### src/rtl/mem_ctrl.sv
// mem_ctrl: byte-serial RAM arbiter serving instruction fetch (IF) and the load/store buffer (LSB).
// Optional MEM_CTRL_IO_STALL_EN holds back UART stores (0x30000/0x30004) while io_buffer_full is high.
module mem_ctrl (
    input  logic        clk_in,
    input  logic        rst_in,
    input  logic        rdy_in,
    input  logic        clear,
    input  logic        if_req,
    input  logic [31:0] if_addr,
    output logic        if_done,
    output logic [31:0] if_data,
    input  logic        lsb_req,
    input  logic        lsb_wr,
    input  logic [31:0] lsb_addr,
    input  logic [1:0]  lsb_len,
    input  logic [31:0] lsb_wdata,
    output logic        lsb_done,
    output logic [31:0] lsb_rdata,
    input  logic [7:0]  mem_din,
    output logic [7:0]  mem_dout,
    output logic [31:0] mem_a,
    output logic        mem_wr,
    input  logic        io_buffer_full
);
    typedef enum logic [1:0] {IDLE = 2'd0, READ = 2'd1, WRITE = 2'd2} state_t;

    state_t      state_r, state_nxt_s;
    logic [2:0]  cnt_r, cnt_nxt_s;
    logic [2:0]  n_r, n_nxt_s;
    logic        is_lsb_r, is_lsb_nxt_s;
    logic [31:0] wdata_r, wdata_nxt_s;
    logic [31:0] buf_r, buf_nxt_s;
    logic [31:0] mem_a_r, mem_a_nxt_s;
    logic [7:0]  mem_dout_r, mem_dout_nxt_s;
    logic        mem_wr_r, mem_wr_nxt_s;
    logic        if_done_r, if_done_nxt_s;
    logic        lsb_done_r, lsb_done_nxt_s;
    logic [31:0] if_data_r, if_data_nxt_s;
    logic [31:0] lsb_rdata_r, lsb_rdata_nxt_s;

    logic        lsb_block_s, lsb_go_s, if_go_s;
    logic [2:0]  lsb_n_s;
    logic [31:0] merged_s;

    function automatic logic [7:0] byte_sel(input logic [31:0] word, input logic [1:0] idx);
        logic [7:0] b;
        case (idx)
            2'd0:    b = word[7:0];
            2'd1:    b = word[15:8];
            2'd2:    b = word[23:16];
            default: b = word[31:24];
        endcase
        return b;
    endfunction

    function automatic logic [31:0] byte_merge(input logic [31:0] word, input logic [7:0] b,
                                               input logic [1:0] idx);
        logic [31:0] w;
        w = word;
        case (idx)
            2'd0:    w[7:0]   = b;
            2'd1:    w[15:8]  = b;
            2'd2:    w[23:16] = b;
            default: w[31:24] = b;
        endcase
        return w;
    endfunction

`ifdef MEM_CTRL_IO_STALL_EN
    assign lsb_block_s = io_buffer_full && lsb_wr &&
                         ((lsb_addr == 32'h0003_0000) || (lsb_addr == 32'h0003_0004));
`else
    logic unused_io_full_s;
    assign unused_io_full_s = io_buffer_full;
    assign lsb_block_s      = 1'b0;
`endif

    // A blocked UART store lets IF through; otherwise the LSB has priority.
    assign lsb_go_s = lsb_req && !lsb_block_s;
    assign if_go_s  = if_req && !lsb_go_s;

    // In cycle c of a read, cnt_r = c-1, so byte cnt_r-1 is on mem_din.
    assign merged_s = byte_merge(buf_r, mem_din, cnt_r[1:0] - 2'd1);

    // Transfer length decode; length code 3 behaves as a word.
    always_comb begin
        case (lsb_len)
            2'd0:    lsb_n_s = 3'd1;
            2'd1:    lsb_n_s = 3'd2;
            default: lsb_n_s = 3'd4;
        endcase
    end

    // Next-state and next-output logic for the transfer FSM.
    always_comb begin
        state_nxt_s     = state_r;
        cnt_nxt_s       = cnt_r;
        n_nxt_s         = n_r;
        is_lsb_nxt_s    = is_lsb_r;
        wdata_nxt_s     = wdata_r;
        buf_nxt_s       = buf_r;
        mem_a_nxt_s     = mem_a_r;
        mem_dout_nxt_s  = mem_dout_r;
        mem_wr_nxt_s    = mem_wr_r;
        if_done_nxt_s   = if_done_r;
        lsb_done_nxt_s  = lsb_done_r;
        if_data_nxt_s   = if_data_r;
        lsb_rdata_nxt_s = lsb_rdata_r;
        case (state_r)
            IDLE: begin
                cnt_nxt_s      = 3'd0;
                buf_nxt_s      = 32'd0;
                mem_wr_nxt_s   = 1'b0;
                if_done_nxt_s  = 1'b0;
                lsb_done_nxt_s = 1'b0;
                if (!clear && lsb_go_s) begin
                    is_lsb_nxt_s = 1'b1;
                    n_nxt_s      = lsb_n_s;
                    mem_a_nxt_s  = lsb_addr;
                    wdata_nxt_s  = lsb_wdata;
                    if (lsb_wr) begin
                        state_nxt_s    = WRITE;
                        mem_wr_nxt_s   = 1'b1;
                        mem_dout_nxt_s = lsb_wdata[7:0];
                    end else begin
                        state_nxt_s = READ;
                    end
                end else if (!clear && if_go_s) begin
                    is_lsb_nxt_s = 1'b0;
                    n_nxt_s      = 3'd4;
                    mem_a_nxt_s  = if_addr;
                    state_nxt_s  = READ;
                end else begin
                    state_nxt_s = IDLE;
                end
            end
            READ: begin
                if (clear || (cnt_r > n_r)) begin
                    state_nxt_s    = IDLE;
                    cnt_nxt_s      = 3'd0;
                    if_done_nxt_s  = 1'b0;
                    lsb_done_nxt_s = 1'b0;
                end else begin
                    cnt_nxt_s = cnt_r + 3'd1;
                    if (cnt_r + 3'd1 < n_r) begin
                        mem_a_nxt_s = mem_a_r + 32'd1;
                    end else begin
                        mem_a_nxt_s = mem_a_r;
                    end
                    if (cnt_r != 3'd0) begin
                        buf_nxt_s = merged_s;
                    end else begin
                        buf_nxt_s = buf_r;
                    end
                    if (cnt_r == n_r) begin
                        if (is_lsb_r) begin
                            lsb_done_nxt_s  = 1'b1;
                            lsb_rdata_nxt_s = merged_s;
                        end else begin
                            if_done_nxt_s = 1'b1;
                            if_data_nxt_s = merged_s;
                        end
                    end else begin
                        if_done_nxt_s  = 1'b0;
                        lsb_done_nxt_s = 1'b0;
                    end
                end
            end
            WRITE: begin
                // clear is deliberately ignored: a started store always completes.
                cnt_nxt_s = cnt_r + 3'd1;
                if (cnt_r + 3'd1 < n_r) begin
                    mem_a_nxt_s    = mem_a_r + 32'd1;
                    mem_dout_nxt_s = byte_sel(wdata_r, cnt_r[1:0] + 2'd1);
                    mem_wr_nxt_s   = 1'b1;
                end else if (cnt_r + 3'd1 == n_r) begin
                    mem_wr_nxt_s   = 1'b0;
                    lsb_done_nxt_s = 1'b1;
                end else begin
                    state_nxt_s    = IDLE;
                    cnt_nxt_s      = 3'd0;
                    mem_wr_nxt_s   = 1'b0;
                    lsb_done_nxt_s = 1'b0;
                end
            end
            default: begin
                state_nxt_s    = IDLE;
                cnt_nxt_s      = 3'd0;
                mem_wr_nxt_s   = 1'b0;
                if_done_nxt_s  = 1'b0;
                lsb_done_nxt_s = 1'b0;
            end
        endcase
    end

    // State and output registers; rdy_in low freezes everything.
    always_ff @(posedge clk_in or negedge rst_in) begin
        if (!rst_in) begin
            state_r     <= IDLE;
            cnt_r       <= 3'd0;
            n_r         <= 3'd0;
            is_lsb_r    <= 1'b0;
            wdata_r     <= 32'd0;
            buf_r       <= 32'd0;
            mem_a_r     <= 32'd0;
            mem_dout_r  <= 8'd0;
            mem_wr_r    <= 1'b0;
            if_done_r   <= 1'b0;
            lsb_done_r  <= 1'b0;
            if_data_r   <= 32'd0;
            lsb_rdata_r <= 32'd0;
        end else if (rdy_in) begin
            state_r     <= state_nxt_s;
            cnt_r       <= cnt_nxt_s;
            n_r         <= n_nxt_s;
            is_lsb_r    <= is_lsb_nxt_s;
            wdata_r     <= wdata_nxt_s;
            buf_r       <= buf_nxt_s;
            mem_a_r     <= mem_a_nxt_s;
            mem_dout_r  <= mem_dout_nxt_s;
            mem_wr_r    <= mem_wr_nxt_s;
            if_done_r   <= if_done_nxt_s;
            lsb_done_r  <= lsb_done_nxt_s;
            if_data_r   <= if_data_nxt_s;
            lsb_rdata_r <= lsb_rdata_nxt_s;
        end
    end

    assign mem_wr    = mem_wr_r && rdy_in;
    assign mem_a     = mem_a_r;
    assign mem_dout  = mem_dout_r;
    assign if_done   = if_done_r;
    assign if_data   = if_data_r;
    assign lsb_done  = lsb_done_r;
    assign lsb_rdata = lsb_rdata_r;
endmodule

### config.mk
export PLATFORM = sky130hd
export DESIGN_NAME = mem_ctrl
export DESIGN_NICKNAME = d
export VERILOG_FILES = /design/src/rtl/mem_ctrl.sv
export SDC_FILE = /design/constraint.sdc
export NUM_CORES = 1
export LEC_CHECK = 0
export ABC_AREA = 1
export BUFFER_PORTS_ARGS = -buffer_cell sky130_fd_sc_hd__buf_2
export CAP_MARGIN = 20
export CELL_PAD_IN_SITES_DETAIL_PLACEMENT = 1
export CELL_PAD_IN_SITES_GLOBAL_PLACEMENT = 1
export CORE_AREA = 2 2 202 164
export CTS_BUF_LIST = sky130_fd_sc_hd__clkbuf_8 sky130_fd_sc_hd__clkbuf_16
export DETAILED_ROUTE_END_ITERATION = 6
export DIE_AREA = 0 0 204 166
export PLACE_DENSITY_LB_ADDON = 0.25
export SLEW_MARGIN = 20
export SYNTH_ARGS = -nofsm -noshare
export SYNTH_HDL_FRONTEND = slang
export SYNTH_SLANG_ARGS = --single-unit
export TNS_END_PERCENT = 1
### constraint.sdc
create_clock -name clk_in -period 2.5 [get_ports clk_in]
set_input_delay 0.5 -clock clk_in [delete_from_list [all_inputs] [get_ports clk_in]]
set_output_delay 0.5 -clock clk_in [all_outputs]
set_load 0.01 [all_outputs]
== After elaboration in Yosys (flattened, before gate mapping) ==
Index checks and enable logic that the tools add are counted.

* Register bits after elaboration: 180
* Bits in latches: 0
* Bits in writable memories: 0
* Bits in read-only memories: 0
* Bits of input ports: 114
* Output and inout bits: 107
* Logic and storage cells: 118
* Memories kept: 0

* Add/sub/neg operators: 4
* $mul: 0
* Div/mod/pow operators: 0
* Magnitude comparators: 2
* Eq/ne operators: 20
* Shifts and indexed selects: 0
* Multiplexer cells: 47
* Bitwise operators: 4
* Reductions and logical operators: 28

{| class="wikitable"
|+ Operator list
! cell !! number
|-
| $mux W32 || 6
|-
| $pmux W32 S3 || 1
|-
| $pmux W32 S2 || 1
|-
| $mux W8 || 7
|-
| $add A32 B1 Y32 const B || 1
|-
| $pmux W8 S3 || 1
|-
| $ne A2 B2 Y1 const B || 8
|-
| $pmux W8 S2 || 1
|-
| $mux W3 || 5
|-
| $reduce_and A5 Y1 || 3
|-
| $mux W1 || 14
|-
| $pmux W3 S2 || 2
|-
| $reduce_and A3 Y1 || 4
|-
| $reduce_and A4 Y1 || 3
|-
| $mux W2 || 5
|-
| $eq A2 B1 Y1 const B || 4
|-
| $logic_not A2 Y1 || 4
|-
| $ne A4 B4 Y1 const B || 2
|-
| $eq A2 B2 Y1 const B || 3
|-
| $eq A3 B3 Y1 || 2
|-
| $pmux W2 S3 || 1
|-
| $reduce_bool A2 Y1 || 3
|-
| $reduce_bool A3 Y1 || 2
|-
| $logic_and A1 B1 Y1 || 4
|-
| 13 further kinds || 18
|}

== Logic depth before layout (Yosys ltp) ==
Gate-level depths: netlist of the first run.

* Depth in word-level cells: 7
* Mapped depth: 15
* Gate-level depth less buffers: 13

== Least setup slack after synthesis of the first run ==
OpenSTA, ideal clock, no wires.

* Kind: register to register
* Start point: register cnt_r[0]
* End point: register mem_dout_r[5] (netlist: mem_dout[5])
* Setup time: 0.082 ns
* Data arrival time: 2.282 ns
* Slack: 0.136 ns
* Cell stages (with the launch flop): 14
* Buffers on the path: 2
* Cells stage by stage: dfrtp_1 -> ha_1 -> clkbuf_1 -> xnor2_1 -> inv_1 -> ha_1 -> nand2_1 -> nand2_1 -> nor2_1 -> nand2_1 -> a21oi_2 -> buf_4 -> nor2_1 -> a31oi_1

* Word-level cells in the longest chain between the ends: 5
* Elaborated cells on any way between the ends: 11
* Those cells by class: add/sub (2); order compare (1); eq/ne (3); mux (3); reduce/logical (2)

{| class="wikitable"
|+ Ends and longest elaborated chain
! item !! RTL line !! text
|-
| start, declared || 28 || <nowiki>logic [2:0] cnt_r, cnt_nxt_s;</nowiki>
|-
| start signal, assigned || 214 || <nowiki>cnt_r <= cnt_nxt_s;</nowiki>
|-
| parallel branches: the longest is 5 deep, another holds $add A3 B1 Y3 || - ||
|-
| end signal, assigned || 220 || <nowiki>mem_dout_r <= mem_dout_nxt_s;</nowiki>
|-
| end, declared || 34 || <nowiki>logic [7:0] mem_dout_r, mem_dout_nxt_s;</nowiki>
|}

Parallel ways; which one is timed is not known. The select of a mux whose other input is x is not followed.
A chain may end at the register's enable or synchronous reset.

== Worst setup path in the final report of the first run ==
* Start point: register cnt_r[1]
* End point: register mem_a_r[29] (netlist: mem_a[29])

* Word-level cells in the longest chain between the ends: 5
* Elaborated cells on any way between the ends: 9
* Those cells by class: add/sub (1); order compare (2); eq/ne (1); mux (3); reduce/logical (2)

{| class="wikitable"
|+ Ends and longest elaborated chain
! item !! RTL line !! text
|-
| $add A3 B1 Y3 || 145, 172 ||
|-
| $lt A3 B3 Y1 || 145, 172 ||
|-
| $mux W32 (2 in a row) || - ||
|-
| $pmux W32 S3 || - ||
|-
| end signal, assigned || 219 || <nowiki>mem_a_r <= mem_a_nxt_s;</nowiki>
|-
| end, declared || 33 || <nowiki>logic [31:0] mem_a_r, mem_a_nxt_s;</nowiki>
|}

Parallel ways exist; a longest one is shown, timed or not. The select of a mux whose other input is x is not followed.

==> flow_summary.ini, run 1 <==
[logic_synthesis]
ys.warnings.count = 0
synth_top_cell_area_share_pct = 47.59
synthDistinctLibCells = 34
ys_seq_area_share_pct = 47.59
synth_cells = 1289
yosys-top-cells-area = dfrtp_1 48%, nand2_1 16%, o21ai_0 8.6%, nor2_1 5.9%, inv_1 4.7%
async_flop_share_pct = 100.0
synth_largest_area_cell = dfrtp_1
synth-compound-area-share_pct = 13.86
synth-main-ff-cell = dfrtp_1
synthMuxAreaShare_pct = 0
synth_edf_count = 0
syn_area_per_cell_um2 = 7.342
synth-simple-area-share_pct = 27.96
syn_area_um2 = 9464
synthAdderAreaFrac_pct = 2.247
synthesis.nets = 1420
synth_top_family_by_area = simple AND/OR/NAND/NOR gates
synthXorXnorAreaFrac_pct = 0.09254
ys_seq_elements = 180

[cts]
cts_root_buffer = clkbuf_16
cts.clk_slew.worst_paths_ns = 0.07
insertion_delay_ns = 0.45
cts_tree = done
h-tree-depth = 4
clkSinkCount = 180
cts_made_buffers = 17
cts.path.max_buffers = 2

[power]
p_leak_uw = 0.006033
vdd_ir_drop_max_mv = 0.4727
p_per_area_nw_per_um2 = 940.2
fin_total_pwr_uw = 11130

[timing]
timing.final.ws_setup_ns = 0.1325
finClkSkew_ns = 0.01883
min_period_over_period_pct = 94.70
worst_pin_slew_ns = 0.9691
hold_violations = 0
max_slew_margin_pct = 35.01
rsz0062_at_grt = true
setup_tns_ns = 0
setup_viol = 0
maxSlewViolCount = 0
period_needed_ns = 2.368
holdWs_ns = 0.2493
max_freq_mhz = 422.4

[routing]
drc_errors = 0
viasPerCell = 4.734
wirelength_um = 32810
drt-initial-drc-count = 452
vias = 9236
drtPass1Iterations = 4
ant_nets = 0
wl_per_cell_um = 16.82

[grt]
antenna_found_initial = 2
grt_overflow_total = 0
grt.total_usage_pct = 19.46
grt_pass1_wl_um = 51780
grt_pass1_vias = 9361
grt_max_degree = 71

[finish]
layout-drive-gt1-share_pct = 20.89
final_util_pct = 36.96
nFillCells = 4059
final_cell_mix = 414 x nand2_1, 218 x buf_2, 180 x dfrtp_1, 163 x o21ai_0, 147 x nor2_1
syn_to_final_growth_pct = 25.13
nets = 1640
final_common_cell = nand2_1

[floorplan]
io_pins = 221
dieHeight_um = 166
dieWidth_um = 204
die_area_um2 = 33860
rows = 59
initial_core_util_pct = 29.54
core_area_um2 = 32040

[place]
portBuffers = 219
pre_cts_slack_ns = 0.02929
dp.final_hpwl_um = 23520
routabilityCongestion = 0.8243

[worst_setup_path]
critPathLaunchType = flop
critical-path-top-delay-family = simple AND/OR/NAND/NOR gates
crit_slowest_cell = dfrtp_1
cp.buffers_inverters = 3
cp_max_fo = 40
required_ns = 2.85
critPathMaxStageDelay_ns = 0.42
end_kind = flop
critical_path_depth = 14
worstRegToRegCells = 14
crit_type = reg -> reg
cp_cell_sequence = ha_2 -> xnor2_1 -> inv_1 -> ha_1 -> nand2_1 -> nand2_1 -> nor2_2 -> nor2_1 -> nor2_2 -> nand2_2 -> inv_2 -> buf_12 -> nor2_1 -> a21oi_1
critPathArrivalTime_ns = 2.72

[flow_run]
max_cap_violations = 0

[min_path]
hold_path.class = in -> reg
holdPathStages = 2

[status]
outcome = finished clean
## metrics by stage
stage,cells,cell area [um2]
after floorplan,1289,9464
after global placement,1915,11220
after detailed placement,1915,11220
after CTS,1948,11820
after global routing,1950,11840
final,1951,11840
## registers in the layout, indices dropped and copies added, names as in the netlist, 2 cells and up
signal / cells
buf_r: 32
if_data: 32
lsb_rdata: 32
mem_a: 32
wdata_r: 32
mem_dout: 8
cnt_r: 3
n_r: 3
state_r: 2
## what timing repair did
item / CTS / global route
endpoints found under the setup margin: 0 / 57
setup buffers: 0 / 0
hold buffers: 1 / 0
endpoints found under the hold margin: 17 / 0
resized for setup: 0 / 3
## cells by family (layout without fill, tap and decap cells)
group,Yosys count,in the layout
AOI/OAI and AO/OA,247,248
xor gates and xnor gates,1,1
adders and majority gates,17,17
buffers and inverters,187,419
DFF,180,180
other,0,2
and+or+nand+nor,657,657
## area by class of cell
cell class	count	area (um2)	share of cell area [%]
clock buffer	18	439.2	3.708
sequential	180	4504	38.03
clock inverter	14	151.4	1.278
antenna	2	5.005	0.04226
timing repair buffer	263	1538	12.98
multi-input combinational	923	4205	35.51
tap	427	534.3	4.511
inverter	124	465.4	3.930
## cell usage after synthesis, types with 5 or more instances
cell and n:
buf_4 5, a21oi_1 33, clkbuf_1 35, o211ai_1 9
inv_1 119, nand3_1 75, dfrtp_1 180, buf_6 5
o22ai_1 12, nand2_1 415, o21ai_0 163, nor2_1 148
o21ai_1 13, ha_1 17, a31oi_1 10, buf_2 16
nor2_2 6
## metal layers
metal,vias up,GRT usage (%),wire length [um]
met5,-,0,0
li1,4549,-,-
met4,0,4.348,347
met2,158,30.09,14750
met3,20,3.434,1296
met1,4509,28.34,16430
## final timing paths
| kind | from | slack [ns] | endpoint |
|---|---|---|---|
| hold reg to reg | wdata_r[7] | 0.47 | wdata_r[7] |
| min in group asynchronous | rst_in | 0.49 | buf_r[12] |
| hold / removal | lsb_len[0] | 0.25 | n_r[0] |
| setup reg to reg | cnt_r[1] | 0.13 | mem_a[29] |
| max in group asynchronous | rst_in | 1.29 | wdata_r[31] |
| setup / recovery | cnt_r[1] | 0.13 | mem_a[29] |
## report_power, final
group | internal (uW) | switching, uW | leakage [uW]
registers | 3770 | 731 | 0.00225
logic | 1450 | 2400 | 0.00348
clock network | 1520 | 1270 | 0.000298
total | 6740 | 4390 | 0.00603
Power figures use the tool's default switching activity.
==> run 2: changes to the inputs <==
==> constraint.sdc (replaced) <==
create_clock -name clk_in -period 2.92 [get_ports clk_in]
set_input_delay 0.584 -clock clk_in [delete_from_list [all_inputs] [get_ports clk_in]]
set_output_delay 0.584 -clock clk_in [all_outputs]
set_load 0.01 [all_outputs]
==> flow_summary.ini, run 2 (same netlist as run 1, synthesis figures left out) <==
[grt]
use_met3_pct = 3.473
grt_overflow_total = 0
grt.total_usage_pct = 19.31
gr-usage-met1_pct = 27.89
met2_usage_pct = 29.72
busiest_layer = met2
grt_max_degree = 65
grt_pass1_wl_um = 51670
antenna_found_initial = 1
grt_pass1_vias = 9289

[power]
p_per_area_nw_per_um2 = 799.1
fin_total_pwr_uw = 9305
vdd_ir_drop_max_mv = 0.4338
p_leak_uw = 0.005920

[timing]
finClkSkew_ns = 0.01084
min_period_over_period_pct = 86.89
worst_pin_slew_ns = 0.6878
max_slew_margin_pct = 54.14
setup_viol = 0
period_needed_ns = 2.537
hold_violations = 0
max_freq_mhz = 394.2
rsz0062_at_grt = false
setup_tns_ns = 0
maxSlewViolCount = 0

[cts]
h-tree-depth = 4
cts_made_buffers = 17
cts_tree = done
cts.path.max_buffers = 2
clkSinkCount = 180
cts_setup_buffers = 0
cts_root_buffer = clkbuf_16
insertion_delay_ns = 0.44
cts.clk_slew.worst_paths_ns = 0.07

[routing]
wl_per_cell_um = 16.46
wirelength_um = 31810
ant_nets = 0
viasPerCell = 4.687
drc_errors = 0
vias = 9056
drt-initial-drc-count = 444
drtPass1Iterations = 4

[floorplan]
io_pins = 221
rows = 59
dieHeight_um = 166
dieWidth_um = 204
core_area_um2 = 32040
die_area_um2 = 33860
initial_core_util_pct = 29.54

[worst_setup_path]
cp_max_fo = 17
critical-path-top-delay-family = simple AND/OR/NAND/NOR gates
end_kind = flop
critPathLaunchType = flop
required_ns = 3.25
crit_slowest_cell = dfrtp_1
critPathMaxStageDelay_ns = 0.47
cpMostUsedCell = nor2_1
cp_cell_sequence = ha_1 -> xnor2_1 -> inv_1 -> ha_1 -> nand2_1 -> nor2_1 -> nor2_1 -> nor2_1 -> nor2_2 -> nand2_2 -> buf_4 -> o21ai_0 -> nand2_1
crit_type = reg -> reg
critPathArrivalTime_ns = 2.87
cp.buffers_inverters = 2

[finish]
nets = 1622
layout-drive-gt1-share_pct = 19.68
final_cell_mix = 415 x nand2_1, 218 x buf_2, 180 x dfrtp_1, 163 x o21ai_0, 148 x nor2_1
syn_to_final_growth_pct = 23.03
final_common_cell = nand2_1

[place]
portBuffers = 219
dp.final_hpwl_um = 23120
routabilityCongestion = 0.7975

[status]
outcome = finished clean

[flow_run]
max_cap_violations = 0

[min_path]
hold_path.class = in -> reg
run 2: changes by cell type in the layout (fill, tap and decap cells not counted), sizes merged:
cell / previous run / this run
inv: 128 / 131
bufinv: 2 / 0
a21boi: 2 / 1
diode: 2 / 1
clkbuf: 19 / 18
clkinvlp: 0 / 2
clkinv: 8 / 6
buf: 261 / 244
run 2: layer usage:
| metal | routed length, um | vias to the layer above |
|---|---|---|
| li1 | - | 4514 |
| met1 | 15950 | 4362 |
| met2 | 14090 | 157 |
| met3 | 1285 | 23 |
| met4 | 482 | 0 |
| met5 | 0 | - |
run 2: stage by stage:
step	std cells	hold WS, ns	utilization, %	area, um2	worst slack (ns)
floorplan	1289	0.2884	-	9464	0.5564
global placement	1898	0.4559	34.58	11080	0.3999
detailed placement	1898	0.4594	34.58	11080	0.3499
CTS	1931	0.3171	36.34	11640	0.3421
global route	1931	0.3281	36.34	11640	0.09950
finish	1932	0.3425	36.34	11640	0.3829
run 2: worst paths after layout:
check	start	endpoint	slack [ns]	cells after the start
setup / recovery	cnt_r[0]	mem_a[15]	0.38	13
hold / removal	lsb_len[1]	n_r[0]	0.34	2
setup reg to reg	cnt_r[0]	mem_a[15]	0.38	13
hold reg to reg	wdata_r[10]	wdata_r[10]	0.47	2
max in group asynchronous	rst_in	wdata_r[19]	1.52	3
min in group asynchronous	rst_in	lsb_rdata[10]	0.58	2
run 2: timing repair:
action	in CTS	in global routing
hold buffers	1	0
resized for setup	0	0
hold endpoints to repair	17	0
run 2: final cells by class:
class / instances / area [um2]
sequential: 180 / 4504
antenna: 1 / 2.502
timing repair buffer: 246 / 1398
multi-input combinational: 922 / 4187
tap: 427 / 534.3
fill: 4052 / 20390
inverter: 124 / 465.4
clock buffer: 17 / 425.4
clock inverter: 15 / 127.6
run 2: report_power, final:
group          total (uW)  switching [uW]  internal, uW
logic                3210            2010          1200
registers            3850             626          3230
clock network        2240            1130          1120
total                9300            3760          5540
